**src/rtl/tp_input_conditioner.sv**
```systemverilog
// Debounces the board key into a move_on pulse and turns raw touch samples into one tap per press.
// Latency: move_on 1 cycle after the debounced fall, tap 1 cycle after the confirming sample; no backpressure.
module tp_input_conditioner #(
  parameter int          DEBOUNCE_CYCLES = 1_000_000,
  parameter int          TOUCH_STABLE    = 3,
  parameter int          RELEASE_STABLE  = 3,
  parameter int          JITTER          = 8,
  parameter int          MAX_X           = 800,
  parameter int          MAX_Y           = 480,
  parameter logic [15:0] IDLE_COORD      = 16'hFFFF
) (
  input  logic        clk,
  input  logic        rst_n,
  input  logic        key_n,
  input  logic        tp_sample_valid,
  input  logic        tp_pressed,
  input  logic [15:0] tp_raw_x,
  input  logic [15:0] tp_raw_y,
  output logic        move_on,
  output logic        tap_valid,
  output logic [15:0] tp_x_coord,
  output logic [15:0] tp_y_coord,
  output logic        touch_active
);

  localparam int KW = $clog2(DEBOUNCE_CYCLES + 1);
  localparam int TW = $clog2(TOUCH_STABLE + 1);
  localparam int RW = $clog2(RELEASE_STABLE + 1);

  typedef enum logic [1:0] {S_IDLE, S_CONFIRM, S_HELD, S_RELEASE} state_t;

  logic          key_s1, key_s2, key_stable, key_stable_d;
  logic [KW-1:0] key_cnt;

  // With a 1-bit level, "synced differs from stable" only persists while the synced value is unchanged,
  // so returning to the stable level is the only way a run can break.
  always_ff @(posedge clk or negedge rst_n) begin
    if (!rst_n) begin
      key_s1       <= 1'b1;
      key_s2       <= 1'b1;
      key_stable   <= 1'b1;
      key_stable_d <= 1'b1;
      key_cnt      <= '0;
      move_on      <= 1'b0;
    end else begin
      key_s1       <= key_n;
      key_s2       <= key_s1;
      key_stable_d <= key_stable;
      move_on      <= key_stable_d & ~key_stable;
      if (key_s2 == key_stable) begin
        key_cnt <= '0;
      end else if (key_cnt == KW'(DEBOUNCE_CYCLES - 1)) begin
        key_stable <= key_s2;
        key_cnt    <= '0;
      end else begin
        key_cnt <= key_cnt + 1'b1;
      end
    end
  end

  state_t        state, state_n;
  logic [15:0]   anchor_x, anchor_y, anchor_x_n, anchor_y_n, fire_x, fire_y;
  logic [TW-1:0] cnt, cnt_n;
  logic [RW-1:0] rcnt, rcnt_n;
  logic          fire, sample_down, near;
  logic signed [16:0] dx, dy;
  logic [16:0]   dx_abs, dy_abs;

  assign sample_down = tp_pressed && (tp_raw_x < 16'(MAX_X)) && (tp_raw_y < 16'(MAX_Y));
  assign dx     = $signed({1'b0, tp_raw_x}) - $signed({1'b0, anchor_x});
  assign dy     = $signed({1'b0, tp_raw_y}) - $signed({1'b0, anchor_y});
  assign dx_abs = dx[16] ? 17'(-dx) : 17'(dx);
  assign dy_abs = dy[16] ? 17'(-dy) : 17'(dy);
  assign near   = (dx_abs <= 17'(JITTER)) && (dy_abs <= 17'(JITTER));
  assign touch_active = (state != S_IDLE);

  always_comb begin
    state_n    = state;
    anchor_x_n = anchor_x;
    anchor_y_n = anchor_y;
    cnt_n      = cnt;
    rcnt_n     = rcnt;
    fire       = 1'b0;
    fire_x     = anchor_x;
    fire_y     = anchor_y;
    if (tp_sample_valid) begin
      case (state)
        S_IDLE: begin
          if (sample_down) begin
            anchor_x_n = tp_raw_x;
            anchor_y_n = tp_raw_y;
            if (TOUCH_STABLE == 1) begin
              fire    = 1'b1;
              fire_x  = tp_raw_x;
              fire_y  = tp_raw_y;
              cnt_n   = '0;
              rcnt_n  = '0;
              state_n = S_HELD;
            end else begin
              cnt_n   = TW'(1);
              state_n = S_CONFIRM;
            end
          end
        end
        S_CONFIRM: begin
          if (!sample_down) begin
            cnt_n   = '0;
            state_n = S_IDLE;
          end else if (near) begin
            if (cnt == TW'(TOUCH_STABLE - 1)) begin
              fire    = 1'b1;
              cnt_n   = '0;
              rcnt_n  = '0;
              state_n = S_HELD;
            end else if (cnt != TW'(TOUCH_STABLE)) begin
              cnt_n = cnt + 1'b1;
            end
          end else begin
            // finger slid too far: restart confirmation around the new position
            anchor_x_n = tp_raw_x;
            anchor_y_n = tp_raw_y;
            cnt_n      = TW'(1);
          end
        end
        S_HELD: begin
          if (!sample_down) begin
            if (RELEASE_STABLE == 1) begin
              rcnt_n  = '0;
              state_n = S_IDLE;
            end else begin
              rcnt_n  = RW'(1);
              state_n = S_RELEASE;
            end
          end
        end
        S_RELEASE: begin
          if (sample_down) begin
            rcnt_n  = '0;
            state_n = S_HELD;
          end else if (rcnt == RW'(RELEASE_STABLE - 1)) begin
            rcnt_n  = '0;
            state_n = S_IDLE;
          end else if (rcnt != RW'(RELEASE_STABLE)) begin
            rcnt_n = rcnt + 1'b1;
          end
        end
        default: state_n = S_IDLE;
      endcase
    end
  end

  always_ff @(posedge clk or negedge rst_n) begin
    if (!rst_n) begin
      state      <= S_IDLE;
      anchor_x   <= '0;
      anchor_y   <= '0;
      cnt        <= '0;
      rcnt       <= '0;
      tap_valid  <= 1'b0;
      tp_x_coord <= IDLE_COORD;
      tp_y_coord <= IDLE_COORD;
    end else begin
      state      <= state_n;
      anchor_x   <= anchor_x_n;
      anchor_y   <= anchor_y_n;
      cnt        <= cnt_n;
      rcnt       <= rcnt_n;
      tap_valid  <= fire;
      tp_x_coord <= fire ? fire_x : IDLE_COORD;
      tp_y_coord <= fire ? fire_y : IDLE_COORD;
    end
  end

endmodule
```
**config.mk**
```make
export PLATFORM = sky130hd
export DESIGN_NAME = tp_input_conditioner
export DESIGN_NICKNAME = d
export VERILOG_FILES = /design/src/rtl/tp_input_conditioner.sv
export SDC_FILE = /design/constraint.sdc
export NUM_CORES = 1
export LEC_CHECK = 0
export ABC_CLOCK_PERIOD_IN_PS = 8300
export CAP_MARGIN = 20
export CORE_UTILIZATION = 30
export DETAILED_ROUTE_END_ITERATION = 8
export HOLD_SLACK_MARGIN = 0.03
export MAX_ROUTING_LAYER = met4
export PLACE_DENSITY_LB_ADDON = 0.08
export SLEW_MARGIN = 5
export SYNTH_ARGS = -nofsm -noshare
export SYNTH_HDL_FRONTEND = slang
export SYNTH_SLANG_ARGS = --single-unit
```
**constraint.sdc**
```tcl
create_clock -name clk -period 8.3 [get_ports clk]
set_input_delay 0.83 -clock clk [delete_from_list [all_inputs] [get_ports clk]]
set_output_delay 0.83 -clock clk [all_outputs]
set_load 0.05 [all_outputs]
```
==> results.yml <==
sta:
  worst_slack_ns: 2.65
  fmax_mhz: 177
  skew_ns: 0.0108
  tightest_slew_ns: 0.855
  drv_slew: 0
  slew_headroom_pct: 42.5
  min_period_ns: 5.65
  finalHoldViolations: 0
  rsz0062_at_grt: "false"
  min_period_over_period_pct: 68.1
  setup_viol: 0
  setup_tns_ns: 0
final_layout:
  areaGrowthSynthToFinish_pct: 18.2
  regArea_sq_um: 2450
  fin_cells: 1184
  final_common_cell: "nor2_1"
  multiInputGateArea_sq_um: 4350
  drive_gt1_share_pct: 11.7
  final_cell_mix: "71 x nor2_1, 70 x clkdlybuf4s50_1, 60 x dfrtp_1"
  antenna_cells: 0
  layout.nets: 932
  fillers: 2424
logic_synthesis:
  synthFlopType: "dfrtp_1"
  synth-seq-area-share_pct: 34.4
  async_reset_ff_share_pct: 100
  syn-num-nets: 874
  synth.avg_cell_area_sq_um: 8.88
  synthAdderAreaFrac_pct: 6.36
  synth_xor_area_share_pct: 4.80
  netlist_instances: 802
  synth_top_family_by_area: "simple AND/OR/NAND/NOR gates"
  yosysWarnings: 0
  synthMuxAreaShare_pct: 4.78
  synth_compound_area_share_pct: 21.1
  yosys.area_share.simple_pct: 24.1
  ys_types: 81
  syn-cell-area_sq_um: 7120
  synth_edf_count: 0
  ys_ff_latch: 96
clock_network:
  cts-root-buf: "clkbuf_16"
  clkSinkCount: 96
  cts_buffers: 9
  cts_htree_levels: 3
  ctsResizeCount: 0
  cts.clk_slew.worst_paths_ns: 0.08
  postCtsSetupBuffers: 0
  clockBufferDepth: 2
  cts_hold_buffers: 0
  cts_tree: "built"
  clock_latency_ns: 0.36
grt:
  grt-busiest-layer: "met2"
  use_met2_pct: 27.8
  antenna_found_initial: 0
  grt_pass1_vias: 6175
  track_usage_pct: 16.7
  grt_max_degree: 54
  grt_pass1_wl_um: 31400
  grt_use_met3_pct: 2.75
  overflow: 0
  use_met1_pct: 20.6
detailed_routing:
  routed_wl_um: 19200
  vias: 6234
  ant_nets: 0
  routedWlPerCell_um: 16.2
  drtIter0Drc: 285
  drc: 0
  first_pass_iters: 4
  routed_via_density: 5.27
run:
  drv_cap: 0
worst_setup_path:
  cp.required_ns: 8.54
  cp-end-kind: "flop"
  critPathMaxFanout: 23
  arrival_ns: 5.90
  crit_type: "input port to flop"
  start_kind: "input port"
worst_hold_path:
  min_path_type: "flop to flop"
die:
  die_h_um: 156
  num_rows: 56
  die_w_um: 156
  die_area_sq_um: 24400
  ios: 72
  start_util_pct: 30.4
  core_sq_um: 23400
placement:
  gp_congestion: 0.833
  dp.cells: 1167
  post-place-ws_ns: 2.23
  io_buffers: 71
  hpwl_um: 14500
run_status:
  status: "finished, final reports clean"
pwr:
  peakVddDrop_mv: 0.0759
  power.leakage_nw: 3.39
  p_per_area_nw_per_um2: 135
power by group:
group	leakage (nW)	internal [mW]	total, mW	switching (mW)
registers	1.14	0.473	0.484	0.0110
logic	2.11	0.0855	0.227	0.141
clock network	0.141	0.212	0.425	0.213
total	3.39	0.770	1.14	0.365
final timing paths:
check / start / to / slack (ns) / cells past startpoint
setup / recovery: tp_raw_y[0] / anchor_y[2] / 2.65 / 16
hold / removal: key_s1 / key_s2 / 0.36 / 0
setup reg to reg: anchor_x[0] / anchor_y[5] / 3.25 / 15
hold reg to reg: key_s1 / key_s2 / 0.36 / 0
max in group asynchronous: rst_n / tp_x_coord[3] / 6.77 / 2
min in group asynchronous: rst_n / key_cnt[12] / 0.50 / 1
logic make-up after synthesis:
group,count (synthesis)
AO/OA/AOI/OAI,206
XOR/XNOR,39
adder cells (fa/ha/maj),35
buffers and inverters,78
flip-flops,96
multiplexers,26
AND/OR/NAND/NOR,322
sequential cells by signal, summed over array words and instances (netlist names), 2 cells and up, named ones only:
name	count
anchor_x	16
tp_x_coord	16
rcnt	2
anchor_y	16
key_cnt	20
tp_y_coord	16
cnt	2
routing by layer:
metal | part of all wire, % | vias to the layer above
li1 | - | 3061
met1 | 46 | 3012
met4 | 1.8 | 0
met2 | 48 | 131
met5 | 0 | -
met3 | 3.3 | 30
synthesized netlist by cell type, types with 5 or more instances:
master | count | area (sq um)
nand3_1 | 29 | 145
a31oi_1 | 9 | 56.3
mux2i_1 | 7 | 70.1
a21oi_1 | 43 | 215
nand4b_1 | 7 | 61.3
a21o_1 | 17 | 128
o21a_1 | 5 | 37.5
o21ai_0 | 29 | 145
nor3_1 | 17 | 85.1
nand4_1 | 19 | 119
or2_2 | 5 | 31.3
clkbuf_1 | 17 | 63.8
nor2_1 | 71 | 267
nand2b_1 | 35 | 219
o211ai_1 | 13 | 97.6
a211oi_1 | 13 | 97.6
o21bai_1 | 5 | 37.5
dfstp_2 | 36 | 946
xor2_1 | 21 | 184
nor4_1 | 12 | 75.1
mux2_4 | 15 | 225
ha_1 | 33 | 413
dfrtp_1 | 60 | 1500
a31o_2 | 5 | 43.8
and2_1 | 11 | 68.8
xnor2_1 | 18 | 158
nand2_1 | 58 | 218
and3_1 | 17 | 106
a211o_1 | 6 | 52.6
nor2b_1 | 6 | 37.5
inv_1 | 50 | 188
or3_1 | 13 | 81.3
buf_2 | 9 | 45.0
worst max-delay path, cell delays in order:
cell	delay [ns]
clkdlybuf4s50_1	0.47
inv_1	0.05
ha_1	0.21
fa_1	0.46
nand2b_1	0.23
a211oi_2	0.41
o21ai_0	0.19
and2_1	0.24
a2111oi_2	0.59
nand2_1	0.10
a2111o_1	0.40
o211ai_1	0.24
nor4b_2	0.11
a31oi_4	0.49
buf_4	0.47
mux2_2	0.38
metrics by stage:
stage / total power, mW / util [%] / hold WS [ns] / instance area [sq um]
2_1_floorplan: 0.643 / - / 0.345 / 7120
3_3_place_gp: 0.716 / 34.7 / 0.351 / 8120
3_5_place_dp: 0.718 / 34.7 / 0.354 / 8120
4_1_cts: 1.15 / 35.9 / 0.366 / 8410
5_1_grt: 1.20 / 35.9 / 0.373 / 8410
6_report: 1.14 / 35.9 / 0.362 / 8410
area by class of cell:
cell class	instances	share of cell area, %
clock buffer	10	2.72
clock inverter	6	0.714
inverter	50	2.23
multi-input combinational	628	51.8
sequential	96	29.1
tap	319	4.74
timing repair buffer	75	8.74
Power figures use the tool's default switching activity.
